--- src/rtl/pipe_dbg_pkg.sv ---
// Shared definitions for the pipeline debug blocks: FSM encoding, default PC
// width and a constant-evaluable ceil(log2) helper.
package pipe_dbg_pkg;

  localparam int PC_W_DEFAULT = 32;

  typedef enum logic [1:0] {
    IDLE = 2'd0,
    RUN  = 2'd1,
    DONE = 2'd2
  } state_e;

  // Bits needed to encode values 0..value-1.
  function automatic int clog2(input int value);
    int result;
    int v;
    result = 0;
    v = value - 1;
    while (v > 0) begin
      result = result + 1;
      v = v >> 1;
    end
    return result;
  endfunction

endpackage

--- src/rtl/trace_ram.sv ---
// DEPTH x WIDTH simple dual-port array: synchronous write, synchronous
// registered read whose output holds between reads.
module trace_ram
  import pipe_dbg_pkg::*;
#(
  parameter int DEPTH = 16,
  parameter int WIDTH = PC_W_DEFAULT,
  localparam int AW = clog2(DEPTH)
) (
  input  logic             clock,
  input  logic             reset,
  input  logic             we_i,
  input  logic [AW-1:0]    waddr_i,
  input  logic [WIDTH-1:0] wdata_i,
  input  logic             re_i,
  input  logic [AW-1:0]    raddr_i,
  output logic [WIDTH-1:0] rdata_o
);

  logic [WIDTH-1:0] mem_q [DEPTH];
  logic [WIDTH-1:0] rdata_q;

  always_ff @(posedge clock) begin
    if (we_i) mem_q[waddr_i] <= wdata_i;
  end

  // Only the read register is reset; array contents are don't-care.
  always_ff @(posedge clock) begin
    if (reset) rdata_q <= '0;
    else if (re_i) rdata_q <= mem_q[raddr_i];
  end

  assign rdata_o = rdata_q;

endmodule

--- src/rtl/pc_trace_monitor.sv ---
// Captures the pipeline PC every running cycle into a circular trace, stops on
// a cycle budget or a halt (repeated PC), then drains oldest-first on request.
module pc_trace_monitor
  import pipe_dbg_pkg::*;
#(
  parameter int PC_W        = PC_W_DEFAULT,
  parameter int DEPTH       = 16,
  parameter int MAX_CYCLES  = 50,
  parameter int STALL_LIMIT = 4,
  localparam int CNT_W      = clog2(MAX_CYCLES + 1)
) (
  input  logic             clock,
  input  logic             reset,
  input  logic             enable,
  input  logic             clear,
  input  logic [PC_W-1:0]  pc_in,
  input  logic             rd_en,
  output logic [PC_W-1:0]  rd_data,
  output logic             rd_valid,
  output logic             empty,
  output logic             overflow,
  output logic             done,
  output logic             halt_detected,
  output logic [CNT_W-1:0] cycle_count
);

  localparam int PTR_W  = clog2(DEPTH);
  localparam int OCC_W  = clog2(DEPTH + 1);
  localparam int SAME_W = clog2(STALL_LIMIT + 1);

  state_e            state_q, state_d;
  logic [PTR_W-1:0]  wr_ptr_q, wr_ptr_d;
  logic [PTR_W-1:0]  rd_ptr_q, rd_ptr_d;
  logic [OCC_W-1:0]  occ_q, occ_d;
  logic [CNT_W-1:0]  cnt_q, cnt_d;
  logic [SAME_W-1:0] same_q, same_d;
  logic [PC_W-1:0]   last_pc_q, last_pc_d;
  logic              overflow_q, overflow_d;
  logic              halt_q, halt_d;
  logic              rd_valid_q;
  logic              ram_we, ram_re;

  always_comb begin
    state_d    = state_q;
    wr_ptr_d   = wr_ptr_q;
    rd_ptr_d   = rd_ptr_q;
    occ_d      = occ_q;
    cnt_d      = cnt_q;
    same_d     = same_q;
    last_pc_d  = last_pc_q;
    overflow_d = overflow_q;
    halt_d     = halt_q;
    ram_we     = 1'b0;
    ram_re     = 1'b0;
    case (state_q)
      IDLE: begin
        if (enable) state_d = RUN;
      end
      RUN: begin
        ram_we    = 1'b1;
        wr_ptr_d  = wr_ptr_q + PTR_W'(1);
        cnt_d     = cnt_q + CNT_W'(1);
        last_pc_d = pc_in;
        // A full buffer drops its oldest entry so the trace keeps the newest DEPTH.
        if (occ_q < OCC_W'(DEPTH)) begin
          occ_d = occ_q + OCC_W'(1);
        end else begin
          rd_ptr_d   = rd_ptr_q + PTR_W'(1);
          overflow_d = 1'b1;
        end
        if (cnt_q != '0 && pc_in == last_pc_q) same_d = same_q + SAME_W'(1);
        else same_d = '0;
        if (same_d == SAME_W'(STALL_LIMIT)) begin
          halt_d  = 1'b1;
          state_d = DONE;
        end
        if (cnt_d == CNT_W'(MAX_CYCLES)) state_d = DONE;
      end
      DONE: begin
        if (clear) begin
          state_d    = IDLE;
          wr_ptr_d   = '0;
          rd_ptr_d   = '0;
          occ_d      = '0;
          cnt_d      = '0;
          overflow_d = 1'b0;
          halt_d     = 1'b0;
        end else if (rd_en && occ_q != '0) begin
          ram_re   = 1'b1;
          rd_ptr_d = rd_ptr_q + PTR_W'(1);
          occ_d    = occ_q - OCC_W'(1);
        end
      end
      default: state_d = IDLE;
    endcase
  end

  always_ff @(posedge clock) begin
    if (reset) begin
      state_q    <= IDLE;
      wr_ptr_q   <= '0;
      rd_ptr_q   <= '0;
      occ_q      <= '0;
      cnt_q      <= '0;
      same_q     <= '0;
      last_pc_q  <= '0;
      overflow_q <= 1'b0;
      halt_q     <= 1'b0;
      rd_valid_q <= 1'b0;
    end else begin
      state_q    <= state_d;
      wr_ptr_q   <= wr_ptr_d;
      rd_ptr_q   <= rd_ptr_d;
      occ_q      <= occ_d;
      cnt_q      <= cnt_d;
      same_q     <= same_d;
      last_pc_q  <= last_pc_d;
      overflow_q <= overflow_d;
      halt_q     <= halt_d;
      rd_valid_q <= ram_re;
    end
  end

  trace_ram #(
    .DEPTH(DEPTH),
    .WIDTH(PC_W)
  ) u_trace_ram (
    .clock  (clock),
    .reset  (reset),
    .we_i   (ram_we),
    .waddr_i(wr_ptr_q),
    .wdata_i(pc_in),
    .re_i   (ram_re),
    .raddr_i(rd_ptr_q),
    .rdata_o(rd_data)
  );

  assign rd_valid      = rd_valid_q;
  assign empty         = (occ_q == '0);
  assign done          = (state_q == DONE);
  assign overflow      = overflow_q;
  assign halt_detected = halt_q;
  assign cycle_count   = cnt_q;

endmodule
--- config.mk ---
export PLATFORM = sky130hd
export DESIGN_NAME = pc_trace_monitor
export DESIGN_NICKNAME = d
export VERILOG_FILES = /design/src/rtl/pipe_dbg_pkg.sv /design/src/rtl/trace_ram.sv /design/src/rtl/pc_trace_monitor.sv
export SDC_FILE = /design/constraint.sdc
export NUM_CORES = 1
export LEC_CHECK = 0
export CELL_PAD_IN_SITES_DETAIL_PLACEMENT = 1
export CELL_PAD_IN_SITES_GLOBAL_PLACEMENT = 2
export CORE_MARGIN = 4
export CORE_UTILIZATION = 45
export DETAILED_ROUTE_END_ITERATION = 7
export GPL_TIMING_DRIVEN = 0
export HOLD_SLACK_MARGIN = 0.02
export PLACE_DENSITY_LB_ADDON = 0.1
export SETUP_SLACK_MARGIN = 0.5
export SLEW_MARGIN = 20
export SYNTH_ARGS = -nofsm -noshare
export SYNTH_HDL_FRONTEND = slang
export SYNTH_HIERARCHICAL = 1
export SYNTH_SLANG_ARGS = --single-unit
--- constraint.sdc ---
create_clock -name clock -period 4.4 [get_ports clock]
set_clock_uncertainty 0.2 [all_clocks]
set_input_delay 0.88 -clock clock [delete_from_list [all_inputs] [get_ports clock]]
set_output_delay 0.88 -clock clock [all_outputs]
set_load 0.02 [all_outputs]
==> impl_results.md, run 1 <==
- Worst R2R Setup Slack: 0.85 ns
- Initial DRC Count: 913
- Post-DP HPWL: 41.2 mm
- DRT Pass-1 Iters: 5
- Max VDD drop: 451 uV
- Slew Limit Fails: 0
- Placer Congestion: 0.752
- Fmax: 278 MHz
- Die height: 239 um
- Warnings, synthesis: 6
- Dominant synthesized flop cell: edfxtp_1
- Final hold viol count: 0
- Worst Path Arrival: 3.92 ns
- Setup violations, final: 0
- TritonCTS Sinks: 603
- Final-layout fill cell count: 4942
- Finished Layout Cells: 2469
- Vias in the first global route: 14.5k
- Initial antenna violation count: 0
- Vias: 13.7k
- Final core utilization: 53.7%
- CTS tree: yes
- Reg2Reg Depth: 11
- Antenna viol nets, final: 0
- Total track usage: 21.5%
- Routed WL: 61.4 mm
- Final min period: 3.60 ns
- Die width: 239 um
- Via density: 5.56
- Root buffer cell: clkbuf_16
- Status: complete, no violations
- Worst Path Max Fanout: 18
- CP required: 4.72 ns
- Nets: 1778
- Leak Pwr: 9.03 nW
- Crit path capture: state_q[0]
- Layout area overhead: 17.8%
- Ant. Diodes: 0
- Final worst-path cycle share: 81.8%
- Post-Syn Instances: 1561
- Crit start category: input port
- Max_cap viols: 0
- CTS max path bufs: 3
- H-tree levels: 2
- CP Launch Point: pc_in[7]
- Top Ports: 80
- Hold Buf Count CTS: 0
- Postcts setup bufs: 0
- Async set or reset register ratio after synthesis: 0%
- GR Overflow Total: 0
- Routed len/inst: 24.9 um
- Share of cells above drive strength 1: 11.5%
- Clock transition at path regs: 0.06 ns
- Crit Reg-Reg Endpoint: u_trace_ram/rdata_o[6]
- Initial core utilization: 45.6%
- Syn Nets: 1610
- Hold crit path type: flip-flop to flip-flop
- Post-synth EDFFs: 512
- Worst Setup End Kind: flip-flop
- Netlist cell types: 54
- Slew @ Worst Pin: 0.899 ns
- Largest net degree at the start of global routing: 19
- DP Cell Count: 2354
- FP Rows: 84
- Max_slew headroom: 39.7%
- First-pass GRT wire length: 92.2 mm
- Area of the multi-input gates: 6280 sq um
- Avg Inst Size Synth: 15.4 sq um
- CP Class: input port to flip-flop
- FF/Latch Area: 17200 sq um
- RSZ-0062 raised after global routing: false
- Die footprint: 57100 sq um
- I/O Buffers: 79
- #FFs+latches synth: 603
- DRC viols: 0
- Worst-skew pair later-pin latency: 0.62 ns
- Core Area: 52700 sq um
- Mapped cell area: 24000 sq um
- Power density cells: 477 nW/um^2
- Number of buffers created by CTS: 61
- Worst r2r src: state_q[0]
- Seq/Total Area, Yosys: 71.7%
## cells by family (layout without fill, tap and decap cells)
kind of cell,count (synthesis),after routing,share of synthesized area (%)
simple gates,337,337,6.49
compound gates,190,190,5.03
flops,603,603,71.7
mux,292,292,12.2
fa+ha+maj,12,12,0.626
buf+inv,91,311,2.64
xor+xnor,36,36,1.31
## cells in the final DEF, fill, tap and decap left out, types with 6 or more instances in the layout
cell type,n
ha_1,12
bufinv_16,7
edfxtp_1,512
o21ai_0,14
a22oi_1,67
nand3b_1,8
mux2i_1,291
buf_6,20
a21oi_2,11
nand2_1,114
clkbuf_8,12
nand3_1,104
clkbuf_1,41
dfxtp_1,91
buf_12,9
clkinv_2,8
xor2_1,35
nor2_1,55
a21oi_1,81
buf_4,20
nand2b_1,6
nor2_4,12
clkinv_1,8
clkdlybuf4s50_1,79
buf_2,16
clkbuf_16,62
inv_1,9
buf_16,8
nor4_1,7
## routing by layer
metal,vias up,routed length (um),track usage [%]
met5,-,0,0
met4,0,1140,5.10
met3,79,2670,2.98
met2,278,30400,37.1
met1,7096,27100,29.2
li1,6265,-,-
## Yosys cell counts (2+ instances only)
| master | number | area (sq um) |
|---|---|---|
| a21oi_2 | 11 | 96.3 |
| a32oi_1 | 2 | 17.5 |
| a21oi_1 | 81 | 405 |
| dfxtp_1 | 91 | 1820 |
| nor2_1 | 68 | 255 |
| edfxtp_1 | 512 | 15400 |
| nand3_1 | 104 | 521 |
| o21ai_0 | 14 | 70.1 |
| or3_1 | 3 | 18.8 |
| nand4_1 | 3 | 18.8 |
| clkbuf_2 | 2 | 10.0 |
| nand2b_1 | 6 | 37.5 |
| nand2_1 | 114 | 428 |
| o22ai_1 | 2 | 12.5 |
| a22oi_1 | 67 | 503 |
| nor3_1 | 5 | 25.0 |
| buf_2 | 16 | 80.1 |
| ha_1 | 12 | 150 |
| buf_1 | 5 | 18.8 |
| buf_6 | 17 | 191 |
| and2_1 | 4 | 25.0 |
| xor2_1 | 35 | 307 |
| buf_12 | 5 | 100 |
| o21a_1 | 2 | 15.0 |
| mux2i_1 | 291 | 2910 |
| buf_4 | 10 | 75.1 |
| nor2b_1 | 5 | 31.3 |
| clkbuf_1 | 25 | 93.8 |
| buf_8 | 2 | 30.0 |
| nor2_2 | 2 | 12.5 |
| inv_1 | 9 | 33.8 |
| nand3b_1 | 8 | 60.1 |
| nor4_1 | 7 | 43.8 |
## worst max-delay path, stage by stage
cell	delay (ns)
clkdlybuf4s50_1	0.96
xor2_1	0.19
nor4_1	0.47
nand4_1	0.38
or4_4	0.62
a21oi_2	0.19
mux2i_1	0.21
## metrics by stage
step	cell area (sq um)	power (mW)	hold WS [ns]	setup WS [ns]	setup TNS, ns
6_report	28300	13.5	0.263	0.799	0
5_1_grt	28300	14.0	0.289	0.610	0
4_1_cts	28300	13.6	0.264	0.681	0
3_5_place_dp	26200	8.29	0.249	0.0699	0
3_3_place_gp	25600	8.20	0.245	-2.29	-293.22
2_1_floorplan	24000	7.62	0.245	0.723	0
## flip-flops by register name (all words and copies together) (netlist names)
signal and count:
state_q 2, wr_ptr_q 4, u_trace_ram/mem_q 512, same_q 3
cycle_count 6, overflow 1, last_pc_q 32, rd_valid 1
u_trace_ram/rdata_o 32, halt_detected 1, rd_ptr_q 4, occ_q 5
## area by class of cell
cell class / count / area share [%]
Sequential cell: 603 / 60.8
Multi-Input combinational cell: 867 / 22.2
Clock buffer: 90 / 6.29
Timing Repair Buffer: 105 / 4.30
Tap cell: 688 / 3.05
Buffer: 82 / 2.12
Clock inverter: 25 / 1.08
Inverter: 9 / 0.120
## what timing repair did
action / 4_1_cts / 5_1_grt
hold endpoints to repair: 0 / 0
setup endpoints to repair: 0 / 14
resized for setup: 0 / 1
## power by group
group | total, mW | internal [mW] | leakage (nW) | switching (mW)
registers | 6.60 | 6.46 | 5.35 | 0.136
logic | 1.57 | 0.540 | 2.66 | 1.02
clock network | 5.31 | 3.19 | 1.02 | 2.12
## worst min-delay path by stage
stage                                        from                       to  depth (start not counted)
final                      u_trace_ram/rdata_o[6]   u_trace_ram/rdata_o[6]                          2
after global routing      u_trace_ram/rdata_o[16]  u_trace_ram/rdata_o[16]                          2
after CTS                 u_trace_ram/rdata_o[28]  u_trace_ram/rdata_o[28]                          2
after detailed placement  u_trace_ram/rdata_o[28]  u_trace_ram/rdata_o[28]                          2
after global placement    u_trace_ram/rdata_o[16]  u_trace_ram/rdata_o[16]                          2
after floorplan                         same_q[1]                same_q[1]                          2
No activity file was read; power rests on OpenSTA's default activity.
==> run 2, diff against run 1 <==
- clock period: 4.4 -> 3.32 ns (I/O delays scaled with it)
==> run 2 against run 1 <==
Effect of this change: non-clock buffer count increased by 17; combinational power rose by 38%; clock power up 31%; sequential share of layout area shrank 0.52 points; highest routed layer unchanged; cell count rose by 0.69%; utilization grew 0.46 points; largest cell class unchanged; critical path type unchanged; worst hold slack gained 0.00064 ns; via count shrank 0.15%; largest power group unchanged; global-route usage rose by 0.17 points; count of clock-buffer cells in the layout is 2 lower; register-to-register slack lost 0.22 ns.
==> impl_results.md, run 2 (same netlist as run 1, synthesis figures left out) <==
- Number of buffers created by CTS: 61
- Routed len/inst: 25.0 um
- Most frequent cells in the layout: 512 x edfxtp_1, 291 x mux2i_1, 114 x nand2_1, 104 x nand3_1, 91 x dfxtp_1
- Post-DP HPWL: 41.1 mm
- Fmax: 360 MHz
- Hold crit path type: flip-flop to flip-flop
- CTS max path bufs: 3
- GR Overflow Total: 0
- Power density cells: 627 nW/um^2
- Status: complete, no violations
- Clock transition at path regs: 0.06 ns
- CP max stage delay: 0.58 ns
- Worst-skew pair later-pin latency: 0.62 ns
- Cells along the critical path: clkdlybuf4s15_1 -> xor2_1 -> nor4_2 -> nand2_1 -> or4_4 -> mux2_4 -> nor2_2
- Worst r2r src: state_q[0]
- Max_slew headroom: 37.9%
- Top Ports: 80
- Final min period: 2.78 ns
- DRC viols: 0
- Worst Setup End Kind: flip-flop
- DP Cell Count: 2352
- Setup violations, final: 0
- Total internal power: 13.4 mW
- CP required: 3.66 ns
- Max_cap viols: 0
- Total track usage: 21.7%
- RSZ-0062 raised after global routing: true
- Die footprint: 57100 sq um
- Initial DRC Count: 1000
- Worst Path Max Fanout: 18
- Core Area: 52700 sq um
- Ant. Diodes: 0
- Max VDD drop: 461 uV
- Hold_sp: u_trace_ram/rdata_o[14]
- First-pass GRT wire length: 92.9 mm
- Leak Pwr: 9.20 nW
- Clock Power Share: 38.9%
- DRT Pass-1 Iters: 5
- TritonCTS Sinks: 603
- Comb power frac: 12.1%
- Root buffer cell: clkbuf_16
- Antenna viol nets, final: 0
- H-tree levels: 2
- FP Rows: 84
- Worst Path Arrival: 3.12 ns
- Via density: 5.51
- Hold Buf Count CTS: 0
- Worst hold slack: 0.264 ns
- Psw: 4.45 mW
- Sequential power share: 49.0%
- Switching share of power: 24.9%
- Final hold viol count: 0
- Vias in the first global route: 14.4k
- CTS tree: yes
- Placer Congestion: 0.756
- Die height: 239 um
- Final worst-path cycle share: 83.8%
- Initial core utilization: 45.6%
- Nets: 1795
- CP Launch Point: pc_in[0]
- Number of flip-flops in the largest register: 512
- Initial antenna violation count: 0
- Final Power: 17.9 mW
- Vias: 13.7k
- I/O Buffers: 79
- Finished Layout Cells: 2486
- CP Class: input port to flip-flop
- Largest net degree at the start of global routing: 19
- Most common cell after layout, fill and taps aside: edfxtp_1
- Biggest register: u_trace_ram/mem_q
- Final core utilization: 54.1%
- Crit start category: input port
- Share of cells above drive strength 1: 14.8%
- Slew @ Worst Pin: 0.932 ns
- Slew Limit Fails: 0
- Routed WL: 62.3 mm
- Die width: 239 um
- Layout area overhead: 18.8%
- Slowest CP cell: or4_4
==> run 2: cell types whose count changed in the layout (fill, tap and decap cells not counted), moves of 7 or more <==
cell             before  now
clkdlybuf4s50_1      79   46
dlygate4sd2_1         0    7
clkbuf_1             41   30
buf_12                9   17
clkdlybuf4s15_2       0    7
clkbuf_2              2   25
buf_8                 3   12
==> run 2: worst max-delay path: cells and delay by family <==
family | cells | cell delay (ns)
simple gates | 4 | 1.30
xor+xnor | 1 | 0.31
mux | 1 | 0.32
buf+inv | 1 | 0.51
==> run 2: path summary, 6_finish.rpt <==
kind,depth (start not counted),end,slack (ns)
max reg2reg,4,u_trace_ram/mem_q[11][12],0.63
min reg2reg,2,u_trace_ram/rdata_o[14],0.26
max,7,halt_detected,0.54
min,2,u_trace_ram/rdata_o[14],0.26
==> run 2: timing repair <==
item / 4_1_cts / 5_1_grt
pin swaps: 1 / 10
resized for setup: 60 / 53
hold endpoints to repair: 0 / 0
setup buffers: 2 / 17
setup endpoints to repair: 39 / 187
==> run 2: per-layer routing <==
layer / wire, um / up-vias / GRT usage (%)
met4: 740 / 0 / 3.80
li1: - / 6309 / -
met1: 28000 / 7082 / 30.4
met5: 0 / - / 0
met2: 31000 / 254 / 36.8
met3: 2510 / 53 / 3.31
==> run 2: area by class of cell <==
class / count / area [sq um]
buffer: 82 / 621
clock buffer: 88 / 1770
clock inverter: 27 / 284
fill: 4935 / 24200
inverter: 9 / 37.5
multi-input combinational: 867 / 6320
sequential: 603 / 17200
tap: 688 / 861
timing repair buffer: 122 / 1420
==> run 2: power by group through the flow <==
stage | registers [mW] | clock network, mW | logic [mW]
after global placement | 8.90 | 0 | 1.98
after global routing | 8.79 | 7.46 | 2.36
after CTS | 8.75 | 7.10 | 2.14
final | 8.75 | 6.95 | 2.16
after floorplan | 8.89 | 0 | 1.22
after detailed placement | 8.91 | 0 | 2.12
==> run 2: stage by stage <==
step	TNS [ns]	setup slack (ns)	area (sq um)
final	0	0.539	28500
after global routing	0	0.472	28500
after CTS	0	0.503	28300
after detailed placement	-13.48	-0.679	26200
after global placement	-620.24	-1.50	25700
after floorplan	0	0.158	24000
